**src/rtl/timer_arbiter_if.sv**
```systemverilog
// Bundle between the round-robin timer arbiter, its requesters and the shared timer.
// slave = arbiter side, master = clients plus timer side.
interface timer_arbiter_if #(
    parameter int bits    = 15,
    parameter int num_req = 4
);
    logic [num_req-1:0]      req;
    logic [num_req*bits-1:0] delay;
    logic [num_req-1:0]      gnt;
    logic [num_req-1:0]      ack;
    logic                    busy;
    logic                    tmr_enable;
    logic [bits-1:0]         tmr_final_value;
    logic                    tmr_done;

    modport slave (
        input  req, delay, tmr_done,
        output gnt, ack, busy, tmr_enable, tmr_final_value
    );

    modport master (
        output req, delay, tmr_done,
        input  gnt, ack, busy, tmr_enable, tmr_final_value
    );
endinterface

```
**src/rtl/timer_arbiter.sv**
```systemverilog
// Round-robin scheduler sharing one timer between num_req requesters:
// latch winner's delay, run the timer until done, then pulse ack to the winner.
module timer_arbiter #(
    parameter int bits    = 15,
    parameter int num_req = 4
) (
    input  logic            clk,
    input  logic            rst_n,
    timer_arbiter_if.slave  bus
);
    localparam int PW = (num_req > 1) ? $clog2(num_req) : 1;
    localparam logic [PW:0] NR = (PW+1)'(num_req);

    typedef enum logic [1:0] {IDLE, RUN, ACK} state_t;

    state_t             state;
    logic [num_req-1:0] gnt_q;
    logic [bits-1:0]    fv_q;
    logic [PW-1:0]      ptr;

    logic [bits-1:0]      dly [num_req];
    logic [2*num_req-1:0] req2;
    logic [num_req-1:0]   rot;
    logic                 win_found;
    logic [PW-1:0]        win_off;
    logic [PW:0]          win_sum;
    logic [PW-1:0]        win_idx;
    logic [PW-1:0]        ptr_next;
    logic [num_req-1:0]   win_onehot;

    for (genvar g = 0; g < num_req; g++) begin : g_dly
        assign dly[g] = bus.delay[g*bits +: bits];
    end

    // Rotate requests so bit 0 is the pointer's requester; first set bit wins.
    assign req2 = {bus.req, bus.req};
    assign rot  = num_req'(req2 >> ptr);

    always_comb begin
        win_found = 1'b0;
        win_off   = '0;
        for (int k = num_req-1; k >= 0; k--) begin
            if (rot[k]) begin
                win_found = 1'b1;
                win_off   = PW'(k);
            end
        end
    end

    assign win_sum    = {1'b0, ptr} + {1'b0, win_off};
    assign win_idx    = (win_sum >= NR) ? PW'(win_sum - NR) : PW'(win_sum);
    assign ptr_next   = (win_idx == PW'(num_req-1)) ? '0 : win_idx + 1'b1;
    assign win_onehot = {{(num_req-1){1'b0}}, 1'b1} << win_idx;

    // tmr_done is ignored outside RUN: an idle timer at count 0 may report done.
    always_ff @(posedge clk or negedge rst_n) begin
        if (!rst_n) begin
            state <= IDLE;
            gnt_q <= '0;
            fv_q  <= '0;
            ptr   <= '0;
        end else begin
            case (state)
                IDLE: begin
                    if (win_found) begin
                        gnt_q <= win_onehot;
                        fv_q  <= dly[win_idx];
                        ptr   <= ptr_next;
                        state <= RUN;
                    end
                end
                RUN: begin
                    if (bus.tmr_done) state <= ACK;
                end
                ACK: begin
                    gnt_q <= '0;
                    state <= IDLE;
                end
                default: begin
                    gnt_q <= '0;
                    state <= IDLE;
                end
            endcase
        end
    end

    assign bus.gnt             = gnt_q;
    assign bus.ack             = (state == ACK) ? gnt_q : '0;
    assign bus.busy            = (state != IDLE);
    assign bus.tmr_enable      = (state == RUN);
    assign bus.tmr_final_value = fv_q;

    a_gnt_onehot: assert property (@(posedge clk) disable iff (!rst_n) $onehot0(gnt_q));
    a_idle_no_gnt: assert property (@(posedge clk) disable iff (!rst_n)
                                    (state == IDLE) |-> (gnt_q == '0));
endmodule

```
**src/flat_wrapper.sv**
```systemverilog
// flat-port wrapper written by rule: the top's interface ports become plain ports
module timer_arbiter_flat 
#(
    parameter int bits    = 15,
    parameter int num_req = 4
)
  (clk, rst_n, bus_req, bus_delay, bus_tmr_done, bus_gnt, bus_ack, bus_busy, bus_tmr_enable, bus_tmr_final_value);
  timer_arbiter_if #(.bits(bits), .num_req(num_req)) bus_i ();
  input  logic clk;
  input  logic rst_n;
  input wire logic [$bits(bus_i.req)-1:0] bus_req;
  input wire logic [$bits(bus_i.delay)-1:0] bus_delay;
  input wire logic [$bits(bus_i.tmr_done)-1:0] bus_tmr_done;
  output wire logic [$bits(bus_i.gnt)-1:0] bus_gnt;
  output wire logic [$bits(bus_i.ack)-1:0] bus_ack;
  output wire logic [$bits(bus_i.busy)-1:0] bus_busy;
  output wire logic [$bits(bus_i.tmr_enable)-1:0] bus_tmr_enable;
  output wire logic [$bits(bus_i.tmr_final_value)-1:0] bus_tmr_final_value;
  assign bus_i.req = bus_req;
  assign bus_i.delay = bus_delay;
  assign bus_i.tmr_done = bus_tmr_done;
  assign bus_gnt = bus_i.gnt;
  assign bus_ack = bus_i.ack;
  assign bus_busy = bus_i.busy;
  assign bus_tmr_enable = bus_i.tmr_enable;
  assign bus_tmr_final_value = bus_i.tmr_final_value;
  timer_arbiter #(.bits(bits), .num_req(num_req)) u_core (.clk(clk), .rst_n(rst_n), .bus(bus_i));
endmodule
```
**config.mk**
```make
export PLATFORM = sky130hd
export DESIGN_NAME = timer_arbiter_flat
export DESIGN_NICKNAME = d
export VERILOG_FILES = /design/src/rtl/timer_arbiter_if.sv /design/src/rtl/timer_arbiter.sv /design/src/flat_wrapper.sv
export SDC_FILE = /design/constraint.sdc
export NUM_CORES = 1
export LEC_CHECK = 0
export ABC_AREA = 1
export CAP_MARGIN = 20
export CORE_ASPECT_RATIO = 0.75
export CORE_MARGIN = 2
export CORE_UTILIZATION = 41
export DETAILED_ROUTE_END_ITERATION = 6
export GPL_TIMING_DRIVEN = 0
export PLACE_DENSITY_LB_ADDON = 0.1
export SLEW_MARGIN = 25
export SYNTH_ARGS = -nofsm -noshare
export SYNTH_HDL_FRONTEND = slang
export SYNTH_SLANG_ARGS = --single-unit
export TNS_END_PERCENT = 1
```
**constraint.sdc**
```tcl
create_clock -name clk -period 3.4 [get_ports clk]
set_input_delay 0.68 -clock clk [delete_from_list [all_inputs] [get_ports clk]]
set_output_delay 0.68 -clock clk [all_outputs]
set_load 0.03 [all_outputs]
```
==> results of run 1 <==
metal layers:
metal  vias to the layer above  wire [µm]  global-route usage (%)
met3                         2        237                    4.77
li1                        893          -                       -
met5                         -          0                       0
met4                         0         20                    2.18
met1                       761       2110                    25.6
met2                        49       2180                    31.4
flip-flops by register name (all words and copies together), names as in the netlist:
signal / count
u_core.ptr: 2
u_core.bus.tmr_final_value: 15
u_core.state: 2
u_core.bus.gnt: 4
cell type report:
cell class / count / area share (%)
buffer: 10 / 3.86
sequential: 23 / 20.2
clock buffer: 4 / 1.58
timing repair buffer: 91 / 31.7
inverter: 15 / 2.15
multi-input combinational: 160 / 38.0
tap: 57 / 2.50
worst paths after layout:
kind | to | slack [ns] | from
min in group clk | u_core.bus.tmr_final_value[9]$_DFFE_PN0P_ | 0.49 | u_core.bus.tmr_final_value[9]$_DFFE_PN0P_
worst max register to register | u_core.bus.tmr_final_value[8]$_DFFE_PN0P_ | 0.67 | u_core.ptr[0]$_DFFE_PN0P_
worst min register to register | u_core.bus.tmr_final_value[9]$_DFFE_PN0P_ | 0.49 | u_core.bus.tmr_final_value[9]$_DFFE_PN0P_
worst max-delay path | u_core.bus.tmr_final_value[8]$_DFFE_PN0P_ | 0.39 | bus_req[3]
max in group asynchronous | u_core.bus.gnt[0]$_DFFE_PN0P_ | 2.66 | rst_n
worst min-delay path | u_core.bus.tmr_final_value[5]$_DFFE_PN0P_ | 0.39 | rst_n
power by group:
part	internal (µW)	leakage (µW)	switching [µW]
logic	1180	0.000996	1570
clock network	83.5	0.0000228	84.9
registers	415	0.000284	83.2
total	1680	0.00130	1730
per-stage QoR:
| step | power, µW | cell area [µm²] | instances | hold WS, ns |
|---|---|---|---|---|
| final | 3410 | 2860 | 360 | 0.388 |
| after global routing | 3710 | 2860 | 360 | 0.424 |
| after CTS | 3460 | 2860 | 360 | 0.404 |
| after detailed placement | 3280 | 2810 | 356 | 0.464 |
| after global placement | 3250 | 2820 | 356 | 0.465 |
| after floorplan | 2610 | 1830 | 208 | 0.384 |
worst max-delay path: cells and delay by family:
kind / cells / cell delay (ns)
AO/OA/AOI/OAI: 1 / 0.13
buffers and inverters: 3 / 1.19
adder cells (fa/ha/maj): 1 / 0.32
multiplexers: 1 / 0.26
AND/OR/NAND/NOR: 7 / 0.58
logic make-up after synthesis:
logic type / Yosys count
mux: 30
simple gates: 117
fa+ha+maj: 3
xor+xnor: 1
flops: 23
buf+inv: 25
compound gates: 9
layout by cell type, fill, tap and decap left out, types with 4 or more instances in the layout:
cell             Yosys  layout
clkdlybuf4s50_1      0      90
nand2_1             37      37
nand3_1             32      32
mux2i_1             30      30
dfrtp_1             23      23
nand2_2             22      22
inv_1               11      11
nand3_2              9       9
nor2_1               7       7
o21ai_1              5       5
nand2_4              4       4
==> reports/metrics.cfg, run 1 <==
[worst_setup_path]
cp-start-kind = primary input
slowest_stage = clkbuf_1
crit_type = primary input to flip-flop
crit_required_ns = 3.56
path_max_fanout = 10
worstSetupEndpointType = flip-flop
crit_top_cell = nand3_1
slowest_delay_ns = 0.56
worstPathArrival_ns = 3.17
crit_path_cell_trace = clkdlybuf4s50_1 > nand2_1 > nand3_1 > nand2_2 > nand3_1 > a21boi_0 > ha_1 > buf_2 > clkbuf_1 > mux2i_1 > nand3_1 > nand3_2 > nand2_2
worstRegToRegCells = 13

[finish]
postLayoutCoreUtil_pct = 65.1
fillers = 399
nets = 374
multi_input_area_um2 = 1090
area_growth_pct = 55.8
drive_gt1_share_pct = 19.1
seqCellArea_um2 = 576
diodes = 0

[clocking]
cts_tree = built
cts_max_path_buffers = 2
hold_buffers = 0
clk_pin_slew_ns = 0.09
cts_sinks = 23
cts_made_buffers = 3
cts_repair_resize_count = 0
clkLatencyLatePin_ns = 0.26
root_buffer = clkbuf_8
post-cts-setup-buffer-count = 0
cts_htree_levels = 1

[placed_design]
preCtsSetupSlack_ns = 0.0746
hpwlAfterDp_mm = 3.78
io_buffers = 91
gp_congestion = 0.880

[route]
firstDrtPassIters = 4
drt_wl_total_mm = 4.55
route.detailed.drc = 0
wire_per_inst_um = 12.6
vias = 1705
ant_nets = 0
drtIter0Drc = 44
vias_per_cell = 4.74

[timing]
setup_violations = 0
maxSlewHeadroom_pct = 51.6
fin_tns_setup_ns = 0
hold_viol = 0
fin_skew_ns = 0.0100
slew_violations = 0
clock.fmax_ghz = 0.333
fin_ws_ns = 0.394
tightest_slew_ns = 0.725
fin_crit_ns = 3.01
rsz0062_at_grt = no
fin_crit_sh_pct = 88.4

[synth]
synth.most_common_cell = nand2_1
ys_seq_area_share_pct = 31.4
synth_fa_ha_area_share_pct = 2.05
synth_simple_gate_area_share_pct = 37.1
synthDominantCellAreaShare_pct = 31.4
yosys_warnings = 0
synth-compound-area-share_pct = 2.87
synth_ff_type = dfrtp_1
synth_top_cells_by_area = dfrtp_1, mux2i_1, nand3_1
yosysTopAreaCell = dfrtp_1
synth_seq_cells = 23
syn_inst = 208
yosysUniqueCellTypes = 29
synth_top_family_by_area = simple AND/OR/NAND/NOR gates
synth_edf_count = 0
syn_avg_cell_area_um2 = 8.81
ys_top_cells_by_count = nand2_1, nand3_1, mux2i_1, dfrtp_1, nand2_2
synthArstFlopShare_pct = 100
synthXorXnorAreaFrac_pct = 0.887
syn-cell-area_um2 = 1830
syn-num-nets = 278
synth.area.mux_share_pct = 16.4

[flow_run]
drv_cap = 0

[die]
die_area_um2 = 5030
fp.coreArea_um2 = 4390
start_util_pct = 41.8
die_w_um = 81.2
rows = 21
die_h_um = 61.9
pin_count = 92

[power]
ir_worst_vdd_v = 0.000579
total_leakage_power_uw = 0.00130
power_density_nw_per_um2 = 1200

[grt]
antenna_found_initial = 0
grtUsageTotal_pct = 18.7
grt_pass1_vias = 1564
grt_pass1_wl_mm = 7.20
grt_start_max_net_pins = 24
globalRouteOverflowTotal = 0

[min_path]
hold_class = primary input to async pin

[status]
run_status = finished, final reports clean

No activity file was read; power rests on OpenSTA's default activity.
==> run 2, diff against run 1 <==
--- a/config.mk
+++ b/config.mk
@@ -10,6 +10,7 @@
 export CORE_ASPECT_RATIO = 0.75
 export CORE_MARGIN = 2
 export CORE_UTILIZATION = 41
+export CTS_CLUSTER_DIAMETER = 40
 export DETAILED_ROUTE_END_ITERATION = 6
 export GPL_TIMING_DRIVEN = 0
 export PLACE_DENSITY_LB_ADDON = 0.1
==> results of run 2 <==
No change in the layout: final DEF, timing and power equal those of run 1.
